--- src/rtl/accum_pkg.sv ---
`default_nettype none
// ============================================================================
//  Module      : accum_pkg
//  Description : Shared constants, FSM state encoding and overflow helper for
//                the accum_ctrl predictor-sum sequencer.
//  Revision    : 1.0  initial release
// ============================================================================
package accum_pkg;

   // Word width of products, W and S.
   localparam int unsigned c_word_w   = 16;
   // Number of partial products fed per transaction (wb1..wb6, wa1, wa2).
   localparam int unsigned c_term_cnt = 8;
   // Width of the feed counter.
   localparam int unsigned c_cnt_w    = $clog2(c_term_cnt);
   // Feed index during which S holds the six-term (sez) partial sum.
   localparam logic [c_cnt_w-1:0] c_sez_idx   = c_cnt_w'(6);
   // Last feed index before draining.
   localparam logic [c_cnt_w-1:0] c_last_term = c_cnt_w'(c_term_cnt - 1);

   // Sequencer states, explicit 3-bit encoding.
   typedef enum logic [2:0] {
      ST_IDLE  = 3'd0,
      ST_CLR   = 3'd1,
      ST_GAP   = 3'd2,
      ST_FEED  = 3'd3,
      ST_DRAIN = 3'd4,
      ST_DONE  = 3'd5
   } state_t;

   // Two's-complement add overflow: same-sign operands, result of other sign.
   function automatic logic add_ovf(input logic [c_word_w-1:0] a,
                                    input logic [c_word_w-1:0] b,
                                    input logic [c_word_w-1:0] sum);
      return (a[c_word_w-1] == b[c_word_w-1]) && (sum[c_word_w-1] != a[c_word_w-1]);
   endfunction

endpackage
`default_nettype wire

--- src/rtl/accum_ctrl_fsm.sv ---
`default_nettype none
// ============================================================================
//  Module      : accum_ctrl_fsm
//  Description : State register and feed counter for accum_ctrl. Exposes both
//                current and next state/count so the top level can register
//                its outputs aligned with the state they belong to.
//  Revision    : 1.0  initial release
// ============================================================================
module accum_ctrl_fsm
   import accum_pkg::*;
(
   input  logic               clk,
   input  logic               reset,
   input  logic               i_start,
   output state_t             o_state,
   output state_t             o_state_nxt,
   output logic [c_cnt_w-1:0] o_cnt,
   output logic [c_cnt_w-1:0] o_cnt_nxt,
   output logic               o_accept
);

   state_t               r_state;
   state_t               w_state_nxt;
   logic [c_cnt_w-1:0]   r_cnt;
   logic [c_cnt_w-1:0]   w_cnt_nxt;
   logic                 w_accept;

   // State and feed counter registers.
   always_ff @(posedge clk or negedge reset) begin
      if (!reset) begin
         r_state <= ST_IDLE;
         r_cnt   <= '0;
      end else begin
         r_state <= w_state_nxt;
         r_cnt   <= w_cnt_nxt;
      end
   end

   // Next-state logic; counter is zero outside FEED and advances once per FEED cycle.
   always_comb begin
      w_state_nxt = r_state;
      w_cnt_nxt   = '0;
      w_accept    = 1'b0;
      case (r_state)
         ST_IDLE: begin
            if (i_start) begin
               w_state_nxt = ST_CLR;
               w_accept    = 1'b1;
            end
         end
         ST_CLR:   w_state_nxt = ST_GAP;
         ST_GAP:   w_state_nxt = ST_FEED;
         ST_FEED: begin
            if (r_cnt == c_last_term) begin
               w_state_nxt = ST_DRAIN;
            end else begin
               w_cnt_nxt = r_cnt + c_cnt_w'(1);
            end
         end
         ST_DRAIN: w_state_nxt = ST_DONE;
         ST_DONE:  w_state_nxt = ST_IDLE;
         default:  w_state_nxt = ST_IDLE;
      endcase
   end

   assign o_state     = r_state;
   assign o_state_nxt = w_state_nxt;
   assign o_cnt       = r_cnt;
   assign o_cnt_nxt   = w_cnt_nxt;
   assign o_accept    = w_accept;

endmodule
`default_nettype wire

--- src/rtl/accum_ctrl.sv ---
`default_nettype none
// ============================================================================
//  Module      : accum_ctrl
//  Description : Sequences eight signed partial products into an external
//                ACCUM register (clear, gap, 8 feeds, drain, done) and
//                captures the six-term (sez) and eight-term (se) sums.
//                Optional feature macro: ACCUM_CTRL_OVF_EN enables a shadow
//                sum with a sticky signed-overflow flag; otherwise ovf = 0.
//  Revision    : 1.0  initial release
// ============================================================================
module accum_ctrl
   import accum_pkg::*;
(
   input  logic                clk,
   input  logic                reset,
   input  logic                scan_in0,
   input  logic                scan_in1,
   input  logic                scan_in2,
   input  logic                scan_in3,
   input  logic                scan_in4,
   input  logic                scan_enable,
   input  logic                test_mode,
   output logic                scan_out0,
   output logic                scan_out1,
   output logic                scan_out2,
   output logic                scan_out3,
   output logic                scan_out4,
   input  logic                start,
   input  logic [c_word_w-1:0] wb1,
   input  logic [c_word_w-1:0] wb2,
   input  logic [c_word_w-1:0] wb3,
   input  logic [c_word_w-1:0] wb4,
   input  logic [c_word_w-1:0] wb5,
   input  logic [c_word_w-1:0] wb6,
   input  logic [c_word_w-1:0] wa1,
   input  logic [c_word_w-1:0] wa2,
   input  logic [c_word_w-1:0] S,
   output logic                clear,
   output logic [c_word_w-1:0] W,
   output logic                busy,
   output logic                done,
   output logic [c_word_w-2:0] sez,
   output logic [c_word_w-2:0] se,
   output logic                ovf
);

   state_t               w_state;
   state_t               w_state_nxt;
   logic [c_cnt_w-1:0]   w_cnt;
   logic [c_cnt_w-1:0]   w_cnt_nxt;
   logic                 w_accept;

   logic [c_word_w-1:0]  r_prod [c_term_cnt];
   logic [c_word_w-1:0]  w_w_nxt;
   logic [c_word_w-1:0]  r_w;
   logic                 r_clear;
   logic                 r_busy;
   logic                 r_done;
   logic [c_word_w-2:0]  r_sez;
   logic [c_word_w-2:0]  r_se;
   logic                 w_unused_s0;

   accum_ctrl_fsm u_fsm (
      .clk         (clk),
      .reset       (reset),
      .i_start     (start),
      .o_state     (w_state),
      .o_state_nxt (w_state_nxt),
      .o_cnt       (w_cnt),
      .o_cnt_nxt   (w_cnt_nxt),
      .o_accept    (w_accept)
   );

   // Products are captured once on the accepting edge; inputs may change afterwards.
   always_ff @(posedge clk or negedge reset) begin
      if (!reset) begin
         r_prod <= '{default: '0};
      end else if (w_accept) begin
         r_prod <= '{wb1, wb2, wb3, wb4, wb5, wb6, wa1, wa2};
      end
   end

   // Addend for the coming cycle: the indexed product in FEED, zero elsewhere.
   always_comb begin
      w_w_nxt = '0;
      if (w_state_nxt == ST_FEED) begin
         w_w_nxt = r_prod[w_cnt_nxt];
      end
   end

   // Outputs are registered from the next state so they line up with the state itself.
   always_ff @(posedge clk or negedge reset) begin
      if (!reset) begin
         r_clear <= 1'b0;
         r_w     <= '0;
         r_busy  <= 1'b0;
         r_done  <= 1'b0;
      end else begin
         r_clear <= (w_state_nxt == ST_CLR);
         r_w     <= w_w_nxt;
         r_busy  <= (w_state_nxt != ST_IDLE);
         r_done  <= (w_state_nxt == ST_DONE);
      end
   end

   // Capture S/2 after six terms (sez) and after all eight (se); hold otherwise.
   always_ff @(posedge clk or negedge reset) begin
      if (!reset) begin
         r_sez <= '0;
         r_se  <= '0;
      end else begin
         if ((w_state == ST_FEED) && (w_cnt == c_sez_idx)) begin
            r_sez <= S[c_word_w-1:1];
         end
         if (w_state == ST_DRAIN) begin
            r_se <= S[c_word_w-1:1];
         end
      end
   end

`ifdef ACCUM_CTRL_OVF_EN
   logic [c_word_w-1:0] r_shadow;
   logic [c_word_w-1:0] w_shadow_sum;
   logic                r_ovf;

   assign w_shadow_sum = r_shadow + r_w;

   // Shadow of the ACCUM sum; ovf is sticky until reset or the next accepted start.
   always_ff @(posedge clk or negedge reset) begin
      if (!reset) begin
         r_shadow <= '0;
         r_ovf    <= 1'b0;
      end else begin
         if (w_state == ST_CLR) begin
            r_shadow <= '0;
         end else if (w_state == ST_FEED) begin
            r_shadow <= w_shadow_sum;
         end
         if (w_accept) begin
            r_ovf <= 1'b0;
         end else if ((w_state == ST_FEED) && add_ovf(r_shadow, r_w, w_shadow_sum)) begin
            r_ovf <= 1'b1;
         end
      end
   end

   assign ovf = r_ovf;
`else
   assign ovf = 1'b0;
`endif

   assign clear = r_clear;
   assign W     = r_w;
   assign busy  = r_busy;
   assign done  = r_done;
   assign sez   = r_sez;
   assign se    = r_se;

   // S[0] is dropped by the halving capture.
   assign w_unused_s0 = S[0];

   // Scan chains are stitched at scan insertion; gated pass-through until then.
   assign scan_out0 = test_mode & scan_enable & scan_in0;
   assign scan_out1 = test_mode & scan_enable & scan_in1;
   assign scan_out2 = test_mode & scan_enable & scan_in2;
   assign scan_out3 = test_mode & scan_enable & scan_in3;
   assign scan_out4 = test_mode & scan_enable & scan_in4;

endmodule
`default_nettype wire

--- config.mk ---
export PLATFORM = sky130hd
export DESIGN_NAME = accum_ctrl
export DESIGN_NICKNAME = d
export VERILOG_FILES = /design/src/rtl/accum_pkg.sv /design/src/rtl/accum_ctrl_fsm.sv /design/src/rtl/accum_ctrl.sv
export SDC_FILE = /design/constraint.sdc
export NUM_CORES = 1
export LEC_CHECK = 0
export ABC_AREA = 0
export BUFFER_PORTS_ARGS = -buffer_cell sky130_fd_sc_hd__buf_4
export CORE_MARGIN = 2
export CORE_UTILIZATION = 48
export DETAILED_ROUTE_END_ITERATION = 10
export GPL_ROUTABILITY_DRIVEN = 1
export HOLD_SLACK_MARGIN = 0.1
export PLACE_DENSITY = 0.77
export SYNTH_ARGS = -nofsm -noshare
export SYNTH_HDL_FRONTEND = slang
export SYNTH_SLANG_ARGS = --single-unit
export TNS_END_PERCENT = 100
--- constraint.sdc ---
create_clock -name clk -period 2.4 [get_ports clk]
set_input_delay 0.36 -clock clk [delete_from_list [all_inputs] [get_ports clk]]
set_output_delay 0.36 -clock clk [all_outputs]
set_load 0.02 [all_outputs]
==> impl_metrics.csv <==
group,metric,value,unit
floorplanning,die_y,133.0,um
critical_path,r2r_slack,0.09,ns
global_routing,grt_max_degree,95,
timing,fin_ws,0.09030,ns
critical_path,r2r-end,"W[12]",
pwr,power.density,1385,nW/um^2
timing,max_clock_freq,433.0,MHz
synthesis,synth_warnings,0,
global_routing,grt_pass1_vias,6333,
global_routing,grt_pass1_wl,33100,um
floorplanning,rows,47,
worst_hold_path,hold-path-cell-count,3,
clocking,cts_tree,"yes",
status,status,"finished, final reports clean",
timing,period_minus_slack,2.310,ns
synthesis,yosys-top-cells-area,"dfrtp_1, mux2_2, mux2_1, o21ai_0, nand2_1",
clocking,worstSkewPairLatency,0.43,ns
synthesis,seq_area_frac_synth,0.5736,
worst_hold_path,hold_class,"in -> reg",
clocking,ctsHtreeMaxLevel,4,
detailed_routing,avgRoutedWirePerCell,19.69,um
global_routing,grtUsageTotal,0.2416,
floorplanning,dieArea,17680,um^2
detailed_routing,wl,20930,um
run,max-cap-violations,0,
timing,fin_crit_sh,0.9624,
timing,final-setup-viol-count,0,
synthesis,synth_top_area_share,0.5736,
detailed_routing,vias,5907,
clocking,post-cts-setup-buffers,0,
critical_path,crit_slowest_cell,"dfrtp_1",
detailed_routing,drt-initial-drc-count,445,
layout,drive_gt1_frac,0.4152,
floorplanning,core,16410,um^2
pwr,total_power,14.35,mW
critical_path,worstPathArrival,2.62,ns
floorplanning,start_util,0.4866,
placement,place_ws,0.09138,ns
timing,tns,0,ns
detailed_routing,drt-pass1-iter-count,5,
critical_path,crit_family,"compound AO/OA/AOI/OAI gates",
clocking,cts_buffers,17,
timing,slew-limit-headroom,0.6335,
synthesis,ys_types,45,
critical_path,critPathRequiredTime,2.71,ns
clocking,cts_sinks,183,
placement,dpl.hpwl,14940,um
layout,antenna_cells,0,
critical_path,rr_worst_depth,7,
timing,slew_viol_final,0,
detailed_routing,ant_nets,0,
floorplanning,io_pins,209,
pwr,leakage,4.818,nW
critical_path,max_stage_delay,0.42,ns
synthesis,syn_inst,638,
critical_path,path_cells,"ha_1 > ha_1 > and4bb_1 > nand2_2 > buf_12 > o211a_1 > o32ai_1",
detailed_routing,viasPerCell,5.557,
timing,hold_violations,0,
critical_path,crit_top_cell,"ha_1",
synthesis,syn_area,7984,um^2
critical_path,crit_type,"reg -> reg",
placement,numPortBuffers,206,
worst_hold_path,whs_endpoint,"r_prod[97]",
synthesis,syn_nets,795,
critical_path,critPathMaxFanout,27,
synthesis,synthArstFlopShare,1.000,
clocking,cts_buffer_depth,2,
critical_path,start_kind,"register",
critical_path,end_kind,"register",
synthesis,syn_avg_cell_area,12.51,um^2
floorplanning,die_w,133.0,um
worst_hold_path,hold_start,"wb2[1]",
global_routing,grt_overflow,0,
timing,rsz0062_at_grt,"no",
global_routing,antenna_found_initial,0,
layout,fill_cells,1269,
synthesis,synth_edf_count,0,
detailed_routing,drc,0,
synthesis,synth_flop_cell,"dfrtp_1",
placement,gp_congestion,0.8608,
layout,fin_nets,987,
timing,fin_skew,0.01069,ns
synthesis,yosys_register_bits,183,
pwr,ir_drop,744.1,uV
clocking,cts-root-buf,"clkbuf_16",
clocking,path_clk_slew,0.07,ns
critical_path,path_buf_inv,1,
critical_path,rr_startpoint,"u_fsm.o_cnt[0]",
layout,syn2layout_area_growth,29.74,%
timing,worst_pin_slew,0.5464,ns
synthesis,synth_area_leader_cell,"dfrtp_1",
layout,finish.utilization,0.6314,
final cells by class:
| type | count | area [um^2] | share of cell area |
|---|---|---|---|
| Multi-Input combinational cell | 369 | 3020 | 0.2916 |
| Inverter | 34 | 128.9 | 0.01244 |
| Tap cell | 220 | 275.3 | 0.02657 |
| Timing Repair Buffer | 225 | 1758 | 0.1697 |
| Clock buffer | 20 | 456.7 | 0.04409 |
| Clock inverter | 12 | 140.1 | 0.01353 |
| Sequential cell | 183 | 4579 | 0.4421 |
worst min-delay path, stage by stage:
cell,delay [ns]
buf_4,0.07
nand2_1,0.03
o21ai_0,0.05
timing repair:
action                                  in CTS  in global routing
hold buffers                                 1                  0
gates resized for setup                      0                  1
endpoints found under the setup margin       0                  2
hold endpoints to repair                    36                  0
logic make-up (layout without fill, tap and decap cells):
group / Yosys count / after routing / synth area share
adders and majority gates: 3 / 3 / 0.004702
and+or+nand+nor: 105 / 105 / 0.06927
buffers and inverters: 86 / 291 / 0.04842
muxes: 130 / 130 / 0.1829
other: 1 / 1 / 0.0004697
DFF: 183 / 183 / 0.5736
AOI/OAI and AO/OA: 130 / 130 / 0.1207
Yosys cell counts, types with 3 or more instances:
master    instances
dfrtp_1         183
mux2_2           90
nand2_1          46
o21ai_0          45
mux2_1           37
inv_1            32
buf_2            23
clkbuf_1         17
nor3_1           17
a211oi_1         15
a221oi_1         15
nor2b_1          15
o211a_1          15
o32ai_1          15
a221o_1          14
and3_1            7
buf_4             7
nor2_1            4
buf_1             3
ha_1              3
mux2i_1           3
o21ai_1           3
flip-flops by register name (all words and copies together), names as in the netlist:
name	cells
W	16
u_fsm.o_state	3
se	15
u_fsm.o_cnt	3
clear	1
busy	1
r_prod	128
sez	15
done	1
where the power goes:
part / internal (mW) / leakage [nW] / total [mW] / switching (mW)
Clock: 1.61 / 0.289 / 2.83 / 1.22
Sequential: 4.54 / 2.19 / 5.30 / 0.761
Combinational: 2.80 / 2.34 / 6.23 / 3.42
Total: 8.95 / 4.82 / 14.3 / 5.40
stage by stage:
| step | hold WS (ns) | cell area (um^2) | cells |
|---|---|---|---|
| 6_report | 0.1345 | 10360 | 1063 |
| 4_1_cts | 0.1158 | 10360 | 1063 |
| 3_5_place_dp | 0.2856 | 9749 | 1030 |
| 2_1_floorplan | 0.06441 | 7986 | 638 |
| 3_3_place_gp | 0.2788 | 9749 | 1030 |
| 5_1_grt | 0.1320 | 10360 | 1063 |
layer usage:
metal | vias to the layer above | wire (um) | GRT usage
li1 | 2682 | - | -
met1 | 2963 | 8505 | 0.3008
met2 | 229 | 10770 | 0.4142
met3 | 33 | 1115 | 0.04828
met4 | 0 | 543 | 0.09797
met5 | - | 0 | 0
worst max path at each step:
stage / slack (ns) / depth (start not counted) / startpoint / endpoint
final: 0.09 / 7 / u_fsm.o_cnt[0] / W[12]
after floorplan: 0.06 / 11 / u_fsm.o_cnt[0] / W[10]
after global placement: 0.16 / 6 / u_fsm.o_cnt[0] / W[3]
after detailed placement: 0.09 / 6 / u_fsm.o_cnt[0] / W[3]
after CTS: 0.09 / 6 / u_fsm.o_cnt[0] / W[3]
after global routing: 0.007 / 7 / u_fsm.o_cnt[0] / W[12]
placed cells by master, fill, tap and decap left out, types with 3 or more instances in the layout:
cell       synthesis  layout
nor3_1            17      17
mux2_1            37      37
a211oi_1          15      15
nor2b_1           15      15
ha_1               3       3
o21ai_0           45      45
inv_1             32      32
dfrtp_1          183     183
and3_1             7       7
mux2_2            90      90
buf_4              7     218
a221o_1           14      14
nor2_1             4       4
o211a_1           15      15
o32ai_1           15      15
a221oi_1          15      15
nand2_1           46      46
buf_12             0       5
clkinv_2           0       3
mux2i_1            3       3
o21ai_1            3       3
clkbuf_16          0      17
inv_6              0       3
Note: power is estimated with default switching activity, not from simulation.
